## config.mk

```make
export PLATFORM = sky130hd
export DESIGN_NAME = mel_frame_sequencer
export DESIGN_NICKNAME = d
export VERILOG_FILES = /design/src/rtl/mel_seq_pkg.sv /design/src/rtl/mel_bin_counter.sv /design/src/rtl/mel_frame_sequencer.sv
export SDC_FILE = /design/constraint.sdc
export NUM_CORES = 1
export LEC_CHECK = 0
export ABC_AREA = 1
export CAP_MARGIN = 5
export CORE_UTILIZATION = 31
export DETAILED_ROUTE_END_ITERATION = 8
export HOLD_SLACK_MARGIN = 0.05
export PLACE_DENSITY = 0.57
export RECOVER_POWER = 50
export SYNTH_ARGS = -nofsm -noshare
export SYNTH_HDL_FRONTEND = slang
export SYNTH_SLANG_ARGS = --single-unit
```

## constraint.sdc

```tcl
create_clock -name clk -period 1.5 [get_ports clk]
set_input_delay 0.225 -clock clk [delete_from_list [all_inputs] [get_ports clk]]
set_output_delay 0.225 -clock clk [all_outputs]
set_load 0.03 [all_outputs]
```

## src/rtl/mel_seq_pkg.sv

```systemverilog
// Shared types and widths for the mel_filter frame sequencer.
// Optional WAIT_OUT timeout is enabled with `define MEL_SEQ_TIMEOUT_EN.
package mel_seq_pkg;

  localparam int IDX_BW     = 10;
  localparam int NUM_BW     = 7;
  localparam int TMR_BW     = 11;
  localparam int DEF_BINS   = 513;
  localparam int DEF_FRAMES = 64;

  typedef enum logic [1:0] {
    ST_IDLE     = 2'd0,
    ST_STREAM   = 2'd1,
    ST_WAIT_OUT = 2'd2,
    ST_DONE     = 2'd3
  } seq_state_e;

  function automatic logic is_busy(input seq_state_e s);
    return (s == ST_STREAM) || (s == ST_WAIT_OUT);
  endfunction

endpackage

```

## src/rtl/mel_bin_counter.sv

```systemverilog
// Bin index / frame number counter pair with wrap and last-bin/last-frame flags.
module mel_bin_counter
  import mel_seq_pkg::*;
#(
  parameter int BINS   = DEF_BINS,
  parameter int FRAMES = DEF_FRAMES
) (
  input  logic              clk,
  input  logic              rst,
  input  logic              clear,
  input  logic              bin_adv,
  input  logic              frame_adv,
  output logic [IDX_BW-1:0] idx,
  output logic [NUM_BW-1:0] frame,
  output logic              last_bin,
  output logic              last_frame
);

  logic [IDX_BW-1:0] idx_q, idx_d;
  logic [NUM_BW-1:0] frame_q, frame_d;

  assign last_bin   = (idx_q == IDX_BW'(BINS - 1));
  assign last_frame = (frame_q == NUM_BW'(FRAMES - 1));
  assign idx        = idx_q;
  assign frame      = frame_q;

  // NOTE: every always_comb output gets a default first so no path can infer a latch.
  always_comb begin
    idx_d   = idx_q;
    frame_d = frame_q;
    if (clear) begin
      idx_d   = '0;
      frame_d = '0;
    end else begin
      if (bin_adv)   idx_d   = last_bin   ? '0 : idx_q + 1'b1;
      if (frame_adv) frame_d = last_frame ? '0 : frame_q + 1'b1;
    end
  end

  // NOTE: sequential state uses non-blocking assignments so all flops update together.
  always_ff @(posedge clk or negedge rst) begin
    if (!rst) begin
      idx_q   <= '0;
      frame_q <= '0;
    end else begin
      idx_q   <= idx_d;
      frame_q <= frame_d;
    end
  end

endmodule

```

## src/rtl/mel_frame_sequencer.sv

```systemverilog
// Feeds FFT power-bin frames into mel_filter, one frame at a time, gated by do_en.
// Optional WAIT_OUT timeout is enabled with `define MEL_SEQ_TIMEOUT_EN.
module mel_frame_sequencer
  import mel_seq_pkg::*;
#(
  parameter int I_BW        = 14,
  parameter int BINS        = DEF_BINS,
  parameter int FRAMES      = DEF_FRAMES,
  parameter int TIMEOUT_CYC = 1024
) (
  input  logic                   clk,
  input  logic                   rst,
  input  logic                   start,
  input  logic signed [I_BW-1:0] s_data,
  input  logic                   s_valid,
  output logic                   s_ready,
  output logic signed [I_BW-1:0] mf_data,
  output logic                   mf_di_en,
  output logic [IDX_BW-1:0]      mf_group_idx,
  output logic [NUM_BW-1:0]      mf_group_num,
  output logic                   mf_is_first,
  output logic                   mf_is_last,
  input  logic                   mf_do_en,
  input  logic [NUM_BW-1:0]      mf_out_group_num,
  output logic                   busy,
  output logic                   done,
  output logic                   err_seq,
  output logic                   err_timeout
);

  seq_state_e state_q, state_d;
  logic err_seq_q, err_seq_d;

  logic signed [I_BW-1:0] mf_data_q, mf_data_d;
  logic                   mf_di_en_q, mf_di_en_d;
  logic [IDX_BW-1:0]      mf_group_idx_q, mf_group_idx_d;
  logic [NUM_BW-1:0]      mf_group_num_q, mf_group_num_d;
  logic                   mf_is_first_q, mf_is_first_d;
  logic                   mf_is_last_q, mf_is_last_d;

  logic              accept, cnt_clear, frame_adv;
  logic [IDX_BW-1:0] idx;
  logic [NUM_BW-1:0] frame;
  logic              last_bin, last_frame;

`ifdef MEL_SEQ_TIMEOUT_EN
  logic [TMR_BW-1:0] timer_q, timer_d;
  logic              err_timeout_q, err_timeout_d;
`else
  localparam int unused_timeout_cyc = TIMEOUT_CYC;
`endif

  assign s_ready = (state_q == ST_STREAM);
  assign accept  = s_valid & s_ready;
  assign busy    = is_busy(state_q);
  assign done    = (state_q == ST_DONE);
  assign err_seq = err_seq_q;

  mel_bin_counter #(
    .BINS   (BINS),
    .FRAMES (FRAMES)
  ) u_cnt (
    .clk        (clk),
    .rst        (rst),
    .clear      (cnt_clear),
    .bin_adv    (accept),
    .frame_adv  (frame_adv),
    .idx        (idx),
    .frame      (frame),
    .last_bin   (last_bin),
    .last_frame (last_frame)
  );

  always_comb begin
    state_d   = state_q;
    err_seq_d = err_seq_q;
    cnt_clear = 1'b0;
    frame_adv = 1'b0;
`ifdef MEL_SEQ_TIMEOUT_EN
    timer_d       = timer_q;
    err_timeout_d = err_timeout_q;
`endif
    unique case (state_q)
      ST_IDLE: begin
        if (start) begin
          state_d   = ST_STREAM;
          cnt_clear = 1'b1;
        end
      end
      ST_STREAM: begin
        if (accept && last_bin) begin
          state_d = ST_WAIT_OUT;
`ifdef MEL_SEQ_TIMEOUT_EN
          timer_d = '0;
`endif
        end
      end
      ST_WAIT_OUT: begin
        // A matching do_en wins over a timeout expiring in the same cycle.
        if (mf_do_en && (mf_out_group_num == frame)) begin
          frame_adv = 1'b1;
          state_d   = last_frame ? ST_DONE : ST_STREAM;
        end else begin
          if (mf_do_en) err_seq_d = 1'b1;
`ifdef MEL_SEQ_TIMEOUT_EN
          timer_d = timer_q + 1'b1;
          if (timer_q == TMR_BW'(TIMEOUT_CYC - 1)) begin
            err_timeout_d = 1'b1;
            state_d       = ST_IDLE;
          end
`endif
        end
      end
      ST_DONE:  state_d = ST_IDLE;
      default:  state_d = ST_IDLE;
    endcase
  end

  always_comb begin
    mf_di_en_d     = accept;
    mf_data_d      = mf_data_q;
    mf_group_idx_d = mf_group_idx_q;
    mf_group_num_d = mf_group_num_q;
    mf_is_first_d  = mf_is_first_q;
    mf_is_last_d   = mf_is_last_q;
    if (accept) begin
      mf_data_d      = s_data;
      mf_group_idx_d = idx;
      mf_group_num_d = frame;
      mf_is_first_d  = (idx == '0);
      mf_is_last_d   = last_bin;
    end
  end

  always_ff @(posedge clk or negedge rst) begin
    if (!rst) begin
      state_q        <= ST_IDLE;
      err_seq_q      <= 1'b0;
      mf_data_q      <= '0;
      mf_di_en_q     <= 1'b0;
      mf_group_idx_q <= '0;
      mf_group_num_q <= '0;
      mf_is_first_q  <= 1'b0;
      mf_is_last_q   <= 1'b0;
    end else begin
      state_q        <= state_d;
      err_seq_q      <= err_seq_d;
      mf_data_q      <= mf_data_d;
      mf_di_en_q     <= mf_di_en_d;
      mf_group_idx_q <= mf_group_idx_d;
      mf_group_num_q <= mf_group_num_d;
      mf_is_first_q  <= mf_is_first_d;
      mf_is_last_q   <= mf_is_last_d;
    end
  end

`ifdef MEL_SEQ_TIMEOUT_EN
  always_ff @(posedge clk or negedge rst) begin
    if (!rst) begin
      timer_q       <= '0;
      err_timeout_q <= 1'b0;
    end else begin
      timer_q       <= timer_d;
      err_timeout_q <= err_timeout_d;
    end
  end
  assign err_timeout = err_timeout_q;
`else
  assign err_timeout = 1'b0;
`endif

  assign mf_data      = mf_data_q;
  assign mf_di_en     = mf_di_en_q;
  assign mf_group_idx = mf_group_idx_q;
  assign mf_group_num = mf_group_num_q;
  assign mf_is_first  = mf_is_first_q;
  assign mf_is_last   = mf_is_last_q;

endmodule

```

==> reports/metrics.sh, run 1 <==
NUMBER_OF_SINKS_DRIVEN_BY_THE_CLOCK_TREE=54
TIMING.CRITICAL_PATH.BUF_INV=3
FIRST_GLOBAL_VIAS=2182
P_LEAK_uW=0.00198
ACHIEVABLE-FREQUENCY_GHz=0.685
MAXIMUM_NUMBER_OF_BUFFERS_FROM_CLOCK_ROOT_TO_SINK=2
NUM_CTS_BUFFERS=5
STDCELL_AREA_MM2=0.00390
LARGEST_NET_DEGREE_AT_THE_START_OF_GLOBAL_ROUTING=22
MIN_PERIOD_OVER_PERIOD_PCT=97.3
TIMING.CRITICAL_PATH.FANOUT_MAX=3
TIMING.CRITICAL_PATH.CELLS='inv_2 > buf_6 > ha_4 > buf_6'
CP_COMMON_CELL='sky130_fd_sc_hd__buf_6'
NUM_IO_PINS=65
MULTIINPUTGATEAREA_MM2=0.00131
NETLIST_INSTANCES=319
SYNTHTOLAYOUTAREAGROWTH_PCT=43.6
SITE_ROW_COUNT=33
DRV_SLEW=0
VIA_COUNT=2349
DETAIL_ROUTE.WL_PER_CELL_UM=11.7
DRTPASS1ITERATIONS=4
GRT_REMAINING_OVERFLOW=0
PLACEMENT.IO_BUFFERS=63
FINAL_ANTENNA_NET_COUNT=0
DETAILED_PLACE_HPWL_UM=4600
DIE_W_UM=95.6
SLEW_HEADROOM_PCT=63.1
SYNTH_CELL_TYPE_COUNT=31
TIMING.FINAL.SETUP_VIOLATIONS=0
CTS.HTREE.LEVELS=2
CLK_TRANSITION_REPORTED_PATHS_PS=100
CRIT_PATH_END_KIND='primary output'
HOLD_VIOLATIONS=0
DRV.MAX_CAP_VIOLATION_COUNT=0
CP_SLOWEST_STAGE_DELAY_PS=370
PATH_CLASS='register to primary output'
FILLCELLCOUNT=850
POWER.IR.VDD_WORST_V=0.000865
FINALWIRELENGTH_UM=6170
GRT_SETUP_UNREPAIRED='true'
FP.DIEH_UM=95.6
SYNTH.YOSYS.SEQ_AREA_SHARE_PCT=49.8
CTS_TREE='built'
FLOORPLAN.INITIALDENSITY_PCT=32.6
GP_CONGESTION=0.799
FIN_SKEW_PS=6.30
GRTUSAGETOTAL_PCT=14.0
TIGHTEST_SLEW_PS=554
CP_SLOWEST_CELL='sky130_fd_sc_hd__dfrtp_1'
POST_LAYOUT_NET_COUNT=454
WORST-ENDPOINT-ARRIVAL_PS=1230
DRCVIOLATIONCOUNT=0
TIMING.FINAL.WS_SETUP_PS=40.0
SEQ_AREA_MM2=0.00136
CTSROOTBUFFERMASTER='sky130_fd_sc_hd__clkbuf_8'
POST-ROUTE-MIN-PERIOD_PS=1460
SYNTH.FF_LATCH_COUNT=54
DRT_FIRST_ITER_VIOLATIONS=56
TOTAL_CELL_AREA_AT_THE_PLACEMENT_STAGE_MM2=0.00367
HOLDCRITPATHCLASS='primary input to async pin'
REQUIRED_PS=1270
MAPPEDNETLISTAREA_MM2=0.00272
VIAS_PER_CELL=4.47
PER_INSTANCE_AVERAGE_AREA_AFTER_SYNTHESIS_UM2=8.51
GRT_ANTENNA_BEFORE_REPAIR=0
CRITPATHTOPFAMILY='flip-flops'
PLACEABLECOREAREA_MM2=0.00834
POWER_DENSITY_mW_PER_MM2=1360
GLOBAL_ROUTE_WIRE_LENGTH_BEFORE_REPAIR_UM=9950
FP.DIEAREA_MM2=0.00914
N_ANTENNA_CELL=0
MAPPEDNETLISTNETS=353
CLOCK_INSERTION_DELAY_WORST_SKEW_PS=310
CRIT_PATH_START_KIND='register'
POST-PLACE-WS_PS=-62.8
FINAL_LAYOUT_SIZE_SUFFIX_GT1_SHARE_PCT=24.9
SYNTH_WARNINGS=0
STATUS='completed'
[flip-flops by register name (all words and copies together), names as in the netlist]
name	cells
err_seq	1
mf_di_en	1
u_cnt.frame	7
mf_is_first	1
u_cnt.idx	10
mf_group_idx	10
state_q	2
mf_group_num	7
mf_data	14
mf_is_last	1
[final timing paths]
check | depth (start not counted) | from | end | slack (ps)
max | 4 | state_q[1] | busy | 40
min | 2 | rst | mf_group_num[6] | 420
max reg2reg | 9 | u_cnt.idx[1] | state_q[1] | 70
min reg2reg | 2 | mf_data[7] | mf_data[7] | 490
max in group asynchronous | 3 | rst | u_cnt.idx[6] | 260
min in group clk | 3 | s_data[8] | mf_data[8] | 440
[cells in the mapped netlist]
| cell type | number | share of area, % |
|---|---|---|
| sky130_fd_sc_hd__nand2_1 | 110 | 15 |
| sky130_fd_sc_hd__dfrtp_1 | 54 | 50 |
| sky130_fd_sc_hd__nand3_1 | 26 | 4.8 |
| sky130_fd_sc_hd__inv_1 | 25 | 3.5 |
| sky130_fd_sc_hd__o21ai_0 | 18 | 3.3 |
| sky130_fd_sc_hd__nor2_1 | 13 | 1.8 |
| sky130_fd_sc_hd__ha_1 | 8 | 3.7 |
| sky130_fd_sc_hd__xor2_1 | 7 | 2.3 |
| sky130_fd_sc_hd__clkbuf_1 | 6 | 0.83 |
| sky130_fd_sc_hd__nand2_2 | 6 | 1.4 |
| sky130_fd_sc_hd__nor3_1 | 5 | 0.92 |
| sky130_fd_sc_hd__o22ai_1 | 5 | 1.2 |
| sky130_fd_sc_hd__a21oi_1 | 4 | 0.74 |
| sky130_fd_sc_hd__nand3_2 | 4 | 1.5 |
| sky130_fd_sc_hd__xnor2_1 | 4 | 1.3 |
| sky130_fd_sc_hd__inv_2 | 3 | 0.41 |
| sky130_fd_sc_hd__o21ai_1 | 3 | 0.55 |
| sky130_fd_sc_hd__buf_4 | 2 | 0.55 |
| sky130_fd_sc_hd__buf_6 | 2 | 0.83 |
| sky130_fd_sc_hd__nor2_2 | 2 | 0.46 |
| sky130_fd_sc_hd__nor2_4 | 2 | 0.83 |
| sky130_fd_sc_hd__a21oi_4 | 1 | 0.60 |
| sky130_fd_sc_hd__buf_2 | 1 | 0.18 |
| sky130_fd_sc_hd__conb_1 | 1 | 0.14 |
| sky130_fd_sc_hd__nand3_4 | 1 | 0.65 |
| sky130_fd_sc_hd__nand4_1 | 1 | 0.23 |
| sky130_fd_sc_hd__nand4_4 | 1 | 0.78 |
| sky130_fd_sc_hd__nor3_4 | 1 | 0.60 |
| sky130_fd_sc_hd__o21bai_1 | 1 | 0.28 |
| sky130_fd_sc_hd__or2_2 | 1 | 0.23 |
| sky130_fd_sc_hd__xnor2_2 | 1 | 0.60 |
[report_power, final]
part	leakage [uW]	switching (uW)	internal [uW]
clock network	0.0000441	506	330
registers	0.000715	163	1750
logic	0.00122	1550	998
[cell usage in the layout (no fill, tap or decap), drive strengths merged]
| cell type | count |
|---|---|
| o22ai | 5 |
| buf | 40 |
| nand2 | 116 |
| o21ai | 21 |
| dlygate4sd3 | 1 |
| o21bai | 1 |
| a21oi | 5 |
| nand4 | 2 |
| clkdlybuf4s50 | 24 |
| nand3 | 31 |
| xor2 | 7 |
| nor3 | 6 |
| dlygate4sd2 | 35 |
| or2 | 1 |
| nor2 | 17 |
| xnor2 | 5 |
| dfrtp | 54 |
| conb | 1 |
| clkinv | 2 |
| clkinvlp | 1 |
| clkbuf | 10 |
| inv | 28 |
| ha | 8 |
[routing by layer]
layer / vias to the layer above / wire [um] / track usage (%)
met3: 8 / 211 / 3.11
met4: 0 / 74 / 3.36
met1: 1089 / 2880 / 17.9
li1: 1209 / - / -
met5: - / 0 / 0
met2: 43 / 3010 / 23.9
[repair_timing]
action / 4_1_cts / 5_1_grt
endpoints found under the setup margin: 41 / 12
hold buffers: 1 / 0
pin swaps: 0 / 19
hold endpoints to repair: 19 / 0
gates resized for setup: 40 / 33
setup buffers: 0 / 10
[logic make-up (layout without fill, tap and decap cells)]
group / after synthesis / count (layout) / share of synthesized area, %
flops: 54 / 54 / 49.8
compound gates: 32 / 32 / 6.64
fa+ha+maj: 8 / 8 / 3.69
other cells: 1 / 1 / 0.138
buf+inv: 39 / 141 / 6.27
simple gates: 173 / 173 / 29.4
xor+xnor: 12 / 12 / 4.15
[per-stage QoR]
| step | std cells | hold WS [ps] | power, uW | utilization, % | TNS [ps] |
|---|---|---|---|---|---|
| 2_1_floorplan | 319 | -70.6 | 3420 | - | 0 |
| 3_3_place_gp | 507 | 238 | 4440 | 44.0 | -364 |
| 3_5_place_dp | 507 | 243 | 4460 | 44.0 | -458 |
| 4_1_cts | 516 | 431 | 5190 | 44.9 | -7.56 |
| 5_1_grt | 526 | 435 | 5690 | 46.8 | -114 |
| 6_report | 526 | 418 | 5300 | 46.8 | 0 |
[layout make-up]
type	instances	area share, %
clock buffer	5	1.76
clock inverter	3	0.545
inverter	28	2.76
multi-input combinational	226	33.5
tap	105	3.37
sequential	54	34.7
timing repair buffer	105	23.3
(Power assumes the default switching activity.)
==> run 2, diff against run 1 <==
--- a/config.mk
+++ b/config.mk
@@ -9,4 +9,5 @@
 export CAP_MARGIN = 5
 export CORE_UTILIZATION = 31
+export CTS_CLUSTER_DIAMETER = 50
 export DETAILED_ROUTE_END_ITERATION = 8
 export HOLD_SLACK_MARGIN = 0.05
==> constraint.sdc (replaced) <==
create_clock -name clk -period 1.5 [get_ports clk]
set_input_delay 0.225 -clock clk [delete_from_list [all_inputs] [get_ports clk]]
set_output_delay 0.225 -clock clk [all_outputs]
set_load 0.05 [all_outputs]
==> run 2 against run 1 <==
Net effect: the flow now finishes with violations (negative setup slack); combinational power increased by 35%; non-clock buffer count up 4; first-iteration DRC count increased by 95%; maximum frequency down 2.8%; via count up 2.3%; register-to-register slack worse by 60 ps; largest power group unchanged.
==> reports/metrics.sh, run 2 (synthesis results as in run 1) <==
REQUIRED_PS=1270  # about the same
R2R_SETUP_SLACK_PS=10  # -60 ps
MULTIINPUTGATEAREA_MM2=0.00135  # +3.1%
GRT_REMAINING_OVERFLOW=0  # unchanged
MAX_FFS_PER_REGISTER=14  # unchanged
CRIT_PATH_END_KIND='primary output'
DIE_W_UM=95.6  # unchanged
CTS_TREE='built'
FIRST_GLOBAL_VIAS=2351  # +7.7%
P_LEAK_uW=0.00208  # +5.1%
VIA_COUNT=2404  # +2.3%
VIAS_PER_CELL=4.54  # +1.6%
GLOBAL_ROUTE_WIRE_LENGTH_BEFORE_REPAIR_UM=10600  # +6.8%
PLACEMENT.IO_BUFFERS=63  # unchanged
CTS.HTREE.LEVELS=2  # unchanged
NUM_CTS_BUFFERS=5  # unchanged
POST_LAYOUT_NET_COUNT=458  # +0.88%
FINAL_LAYOUT_SIZE_SUFFIX_GT1_SHARE_PCT=32.2  # +7.3 points
FLOORPLAN.INITIALDENSITY_PCT=32.6  # unchanged
DRV.MAX_CAP_VIOLATION_COUNT=0  # unchanged
DRT_FIRST_ITER_VIOLATIONS=109  # +95%
TIMING.FINAL.WS_SETUP_PS=-2.28  # -42.3 ps
GP_CONGESTION=0.778  # -2.6%
SYNTHTOLAYOUTAREAGROWTH_PCT=50.5
WORST-ENDPOINT-ARRIVAL_PS=1280  # +50 ps
LAYOUT_COMMONEST_CELL='sky130_fd_sc_hd__nand2_1'
FILLCELLCOUNT=791  # -6.9%
GRT_ANTENNA_BEFORE_REPAIR=0  # unchanged
CLOCK_INSERTION_DELAY_WORST_SKEW_PS=300  # about the same
PATH_CLASS='register to primary output'
NUMBER_OF_SINKS_DRIVEN_BY_THE_CLOCK_TREE=54  # unchanged
MAXIMUM_NUMBER_OF_BUFFERS_FROM_CLOCK_ROOT_TO_SINK=2  # unchanged
PLACEABLECOREAREA_MM2=0.00834  # unchanged
POST-ROUTE-MIN-PERIOD_PS=1500  # +42.3 ps
TOTAL_CELL_AREA_AT_THE_PLACEMENT_STAGE_MM2=0.00380  # +3.6%
N_ANTENNA_CELL=0  # unchanged
POWER.IR.VDD_WORST_V=0.00121  # +39%
MIN_PERIOD_OVER_PERIOD_PCT=100  # +2.8 points
LAYOUT.CELLS.MOST_COMMON_LIST='sky130_fd_sc_hd__nand2_1, sky130_fd_sc_hd__dfrtp_1, sky130_fd_sc_hd__buf_4'
STDCELL_AREA_MM2=0.00409  # +4.7%
FIN_SKEW_PS=10.8  # +4.46 ps
POWER_DENSITY_mW_PER_MM2=1520  # +12%
GRT_SETUP_UNREPAIRED='true'
ACHIEVABLE-FREQUENCY_GHz=0.666  # -2.8%
DRTPASS1ITERATIONS=6  # +2
TIMING.CRITICAL_PATH.FANOUT_MAX=3  # unchanged
HOLDCRITPATHCLASS='primary input to async pin'
HOLD_VIOLATIONS=0  # unchanged
DRCVIOLATIONCOUNT=0  # unchanged
GRTUSAGETOTAL_PCT=14.8  # +0.82 points
SITE_ROW_COUNT=33  # unchanged
DETAILED_PLACE_HPWL_UM=4630  # +0.63%
SEQ_AREA_MM2=0.00135  # about the same
CLK_TRANSITION_REPORTED_PATHS_PS=110  # about the same
NUM_IO_PINS=65  # unchanged
TIMING.FINAL.SETUP_VIOLATIONS=1  # +1
VIOLATIONS_IN_THE_FINAL_REPORTS='negative setup slack'
CRIT_PATH_START_KIND='register'
FP.DIEAREA_MM2=0.00914  # unchanged
TIGHTEST_SLEW_PS=502  # -52.4 ps
FP.DIEH_UM=95.6  # unchanged
LARGEST_NET_DEGREE_AT_THE_START_OF_GLOBAL_ROUTING=34  # +55%
STATUS='complete, but fails checks'
DETAIL_ROUTE.WL_PER_CELL_UM=12.2  # +4.0%
CTSROOTBUFFERMASTER='sky130_fd_sc_hd__clkbuf_8'
FINALWIRELENGTH_UM=6470  # +4.8%
POST-PLACE-WS_PS=-97.9  # -35.1 ps
DRV_SLEW=0  # unchanged
FINAL_ANTENNA_NET_COUNT=0  # unchanged
SLEW_HEADROOM_PCT=66.5  # +3.4 points
[run 2: cell types whose count changed in the layout (fill, tap and decap cells not counted), sizes merged]
cell	delta
clkinv	-2
clkbuf	+6
inv	+1
dlygate4sd2	-35
buf	+26
dlymetal6s2s	+7
clkinvlp	+1
[run 2: cell type report]
cell class,count,area share [%]
sequential,54,33.1
multi-input combinational,226,33.0
timing repair buffer,109,25.7
tap,105,3.22
inverter,28,2.70
clock buffer,5,1.68
clock inverter,3,0.582
[run 2: routing by layer]
metal	global-route usage, %	vias up	share of wire (%)
met1	19.1	1121	44
li1	-	1225	-
met3	2.79	6	4.2
met4	2.99	0	0.79
met2	25.8	52	51
met5	0	-	0
[run 2: final timing paths]
kind	startpoint	end	cells past startpoint
worst max-delay path	state_q[0]	s_ready	4
worst min-delay path	rst	mf_data[3]	2
worst max register to register	u_cnt.frame[0]	u_cnt.frame[6]	8
worst min register to register	mf_data[2]	mf_data[2]	2
max in group asynchronous	rst	u_cnt.frame[0]	3
min in group clk	s_data[8]	mf_data[8]	3
[run 2: report_power, final]
group | switching [uW] | internal (uW) | total [uW]
logic | 2090 | 1350 | 3440
clock network | 506 | 335 | 841
registers | 169 | 1740 | 1910
[run 2: stage by stage]
step / utilization (%) / total power, uW / TNS, ps / instances / hold slack, ps
after floorplan: - / 3860 / 0 / 319 / -70.6
after global placement: 45.6 / 5130 / -450 / 508 / 218
after detailed placement: 45.6 / 5170 / -750 / 508 / 226
after CTS: 47.4 / 6110 / -34.5 / 520 / 413
after global routing: 49.0 / 6590 / -502 / 530 / 441
final: 49.0 / 6200 / -2.28 / 530 / 399
[run 2: critical path, stage by stage (launching register included)]
cell and delay, ps:
sky130_fd_sc_hd__dfrtp_1 420, sky130_fd_sc_hd__buf_6 130, sky130_fd_sc_hd__ha_4 170, sky130_fd_sc_hd__buf_6 120, sky130_fd_sc_hd__buf_12 140
[run 2: what timing repair did]
item,in CTS,in global routing
setup endpoints to repair,7,21
cloned,0,1
hold buffers,1,0
pin swaps,0,20
setup buffers,3,9
hold endpoints to repair,18,0
resized for setup,3,39
==> run 3, diff against run 2 <==
Settings changed: PLACE_DENSITY 0.57 to 0.58, RECOVER_POWER 50 to not set, SYNTH_HIERARCHICAL set to 1.
==> run 3 against run 2 <==
Net effect: the run still ends with negative setup slack left; power increased by 20%; via count shrank 1.2%; count of clock-buffer cells in the layout did not move; flip-flop and latch count unchanged; global-route usage decreased by 0.27 points; highest routed layer unchanged; critical path type is now register to register; sequential power up 13%; cell area increased by 0.15%; critical endpoint is now u_cnt/idx[9].
==> reports/metrics.sh, run 3 <==
CRIT_PATH_END_KIND='register'
PER_INSTANCE_AVERAGE_AREA_AFTER_SYNTHESIS_UM2=8.14  # -4.4%
ROUTED.TOP_LAYER='met4'
POWER_uW=7430  # +20%
NETLIST_INSTANCES=319  # unchanged
VIAS_PER_CELL=4.37  # -3.6%
TIMING.CRITICAL_PATH.FANOUT_MAX=6  # +3
DRV_SLEW=0  # unchanged
CP_SLOWEST_STAGE_DELAY_PS=430  # about the same
TIMING.FINAL.WS_SETUP_PS=-93.3  # -91.0 ps
HOLD_VIOLATIONS=0  # unchanged
CTS.HTREE.LEVELS=2  # unchanged
P_LEAK_uW=0.00207  # -0.62%
FIN_SKEW_PS=11.8  # +1.01 ps
STATUS='complete, but fails checks'
DRCVIOLATIONCOUNT=0  # unchanged
MIN_PERIOD_OVER_PERIOD_PCT=106  # +6.1 points
LAYOUT.CELLS.MOST_COMMON_LIST='sky130_fd_sc_hd__nand2_1, sky130_fd_sc_hd__buf_4, sky130_fd_sc_hd__dfrtp_1'
WORST-ENDPOINT-ARRIVAL_PS=1800  # +520 ps
LAYOUT_COMMONEST_CELL='sky130_fd_sc_hd__nand2_1'
GRTUSAGETOTAL_PCT=14.5  # -0.27 points
POST_LAYOUT_NET_COUNT=471  # +2.8%
R2R_SETUP_SLACK_PS=-90  # -100 ps
FLOORPLAN.INITIALDENSITY_PCT=31.8  # -0.80 points
GRT_SETUP_UNREPAIRED='true'
PLACEMENT.IO_BUFFERS=63  # unchanged
PLACEABLECOREAREA_MM2=0.00818  # -2.0%
FINALWIRELENGTH_UM=6600  # +2.0%
VIA_COUNT=2375  # -1.2%
DETAIL_ROUTE.WL_PER_CELL_UM=12.2  # -0.45%
GRT_ANTENNA_BEFORE_REPAIR=0  # unchanged
PATH_CLASS='register to register'
DETAILED_PLACE_HPWL_UM=4380  # -5.4%
EDFF_COUNT_SYNTH=0  # unchanged
SWITCHINGPOWER_uW=3400  # +23%
FP.DIEH_UM=93.5  # -2.2%
POWER.IR.VDD_WORST_V=0.00133  # +10%
GRT_REMAINING_OVERFLOW=0  # unchanged
FINAL_LAYOUT_SIZE_SUFFIX_GT1_SHARE_PCT=34.5  # +2.2 points
DRTPASS1ITERATIONS=5  # -1
TOTAL_CELL_AREA_AT_THE_PLACEMENT_STAGE_MM2=0.00368  # -3.3%
CTS_TREE='built'
NUM_CTS_BUFFERS=5  # unchanged
MAPPEDNETLISTAREA_MM2=0.00260  # -4.4%
POSTSYNTH.ASYNCRESETSHARE_PCT=100  # unchanged
SYNTHTOPCELLSBYCOUNT='sky130_fd_sc_hd__nand2_1, sky130_fd_sc_hd__dfrtp_1, sky130_fd_sc_hd__inv_1'
MAPPEDNETLISTNETS=353  # unchanged
FINAL_STANDARD_CELL_UTILIZATION_OF_THE_CORE_PCT=50.0  # +1.1 points
FIRST_GLOBAL_VIAS=2227  # -5.3%
GLOBAL_ROUTE_WIRE_LENGTH_BEFORE_REPAIR_UM=10200  # -4.2%
NUM_IO_PINS=65  # unchanged
ACHIEVABLE-FREQUENCY_GHz=0.628  # -5.7%
CLK_TRANSITION_REPORTED_PATHS_PS=110  # about the same
DRT_FIRST_ITER_VIOLATIONS=81  # -26%
DR_WL_MET3_UM=297  # +10%
VIOLATIONS_IN_THE_FINAL_REPORTS='negative setup slack'
MET1_LENGTH_UM=2990  # +5.5%
GP_CONGESTION=0.832  # +6.9%
TOP_AREA_CELLS_IN_THE_SYNTHESIZED_NETLIST='sky130_fd_sc_hd__dfrtp_1, sky130_fd_sc_hd__nand2_1, sky130_fd_sc_hd__inv_1, sky130_fd_sc_hd__ha_1, sky130_fd_sc_hd__nor2_1'
CLOCK_INSERTION_DELAY_WORST_SKEW_PS=310  # about the same
NUMBER_OF_SINKS_DRIVEN_BY_THE_CLOCK_TREE=54  # unchanged
REQUIRED_PS=1700  # +430 ps
CRIT_PATH_START_KIND='register'
YOSYSMOSTFREQUENTCELL='sky130_fd_sc_hd__nand2_1'
YS_DOMINANT_REG_CELL='sky130_fd_sc_hd__dfrtp_1'
MAXIMUM_NUMBER_OF_BUFFERS_FROM_CLOCK_ROOT_TO_SINK=2  # unchanged
DP_CELLS=519  # +2.2%
FP.DIEAREA_MM2=0.00875  # -4.3%
TIMING.FINAL.SETUP_VIOLATIONS=19  # +18
STDCELL_AREA_MM2=0.00409  # +0.15%
DRV.MAX_CAP_VIOLATION_COUNT=0  # unchanged
CP_COMMON_CELL='sky130_fd_sc_hd__nor2_1'
SYNTHTOLAYOUTAREAGROWTH_PCT=57.6
STDCELL_COUNT=543  # +2.5%
FINAL_ANTENNA_NET_COUNT=0  # unchanged
LARGEST_NET_DEGREE_AT_THE_START_OF_GLOBAL_ROUTING=55  # +62%
POWER_SWITCHING_SHARE_PCT=45.8  # +1.2 points
POST-ROUTE-MIN-PERIOD_PS=1590  # +91.0 ps
INTERNAL_PORTION_OF_TOTAL_POWER_uW=4030  # +17%
SYNTH_TOP_CELL_AREA_SHARE_PCT=52.0  # +2.3 points
DIE_W_UM=93.5  # -2.2%
CLKPWRFRAC_PCT=11.4  # -2.2 points
CP_SLOWEST_CELL='sky130_fd_sc_hd__dfrtp_1'
CTSROOTBUFFERMASTER='sky130_fd_sc_hd__clkbuf_8'
SYNTH.YOSYS.SEQ_AREA_SHARE_PCT=52.0  # +2.3 points
DR_WL_MET2_UM=3150  # -4.9%
N_ANTENNA_CELL=0  # unchanged
POWER_DENSITY_mW_PER_MM2=1820  # +20%
SYNTH_CELL_TYPE_COUNT=32  # +3.2%
SYNTH.FF_LATCH_COUNT=54  # unchanged
TIMING.CRITICAL_PATH.CELLS='buf_6 > ha_4 > nand2_4 > clkinv_4 > nor2_4 > clkinv_4 > nand3_2 > nor2_1 > nor2_1 > nor2_1'
SEQ_POWER_SHARE_PCT=28.9  # -2.0 points
MAX_FFS_PER_REGISTER=14  # unchanged
FINAL_LAYOUT_WORST_HOLD_SLACK_PS=422  # +23.0 ps
POWER.COMBINATIONAL.FRACTION_PCT=59.7  # +4.1 points
SYNTH_AREA_LEADER_CELL='sky130_fd_sc_hd__dfrtp_1'
SITE_ROW_COUNT=33  # unchanged
HOLDCRITPATHCLASS='primary input to async pin'
SYNTH_WARNINGS=6  # +6
-- run 3: power groups by stage --
stage	clock, uW	sequential (uW)	combinational [uW]
after floorplan	0	3200	1340
after global placement	0	2150	3920
after detailed placement	0	2160	3960
after CTS	889	2140	4030
after global routing	931	2200	4780
final	847	2150	4430
-- run 3: cells by family after synthesis --
kind of cell	count (synthesis)	share of synthesized area, %
adder cells (fa/ha/maj)	8	3.86
XOR/XNOR	8	2.70
other	1	0.144
AO/OA/AOI/OAI	24	5.25
buffers and inverters	39	6.46
AND/OR/NAND/NOR	185	29.5
flip-flops	54	52.0
-- run 3: routing by layer --
layer	global-route usage, %	vias to the layer above
li1	-	1224
met1	19.2	1065
met2	24.5	73
met3	2.03	13
met4	4.74	0
met5	0	-
-- run 3: worst max-delay path: cells and delay by family (launching register included) --
| kind | cells | cell delay (ps) |
|---|---|---|
| simple gates | 6 | 550 |
| flops | 1 | 430 |
| buf+inv | 3 | 330 |
| fa+ha+maj | 1 | 170 |
-- run 3: worst paths after layout --
path	endpoint	startpoint	depth (start not counted)
min in group clk	mf_data[13]	s_data[13]	3
worst max-delay path	u_cnt/idx[9]	state_q[0]	10
worst min register to register	mf_data[2]	mf_data[2]	2
worst min-delay path	mf_data[0]	rst	3
max in group asynchronous	u_cnt/idx[5]	rst	3
worst max register to register	u_cnt/idx[9]	state_q[0]	10
-- run 3: layout make-up --
class	count	area [um^2]
fillers	772	4080
flip-flops and latches	54	1350
multi-input cells	226	1240
repair buffers	118	1140
well taps	105	131
inverters	31	129
clock buffers	5	68.8
clock inverters	3	26.3
repair inverters	1	5.00
-- run 3: repair_timing --
item | 4_1_cts | 5_1_grt
gates cloned | 0 | 2
hold buffers | 1 | 0
pin swaps | 2 | 24
buffers inserted | 2 | 14
resized for setup | 9 | 45
endpoints found under the hold margin | 54 | 0
endpoints found under the setup margin | 20 | 25
-- run 3: per-stage QoR --
stage	worst slack, ps	setup TNS [ps]
floorplan	-132	-1040
global placement	-275	-2000
detailed placement	-365	-2740
CTS	-67.9	-565
global route	-251	-3160
finish	-93.3	-930
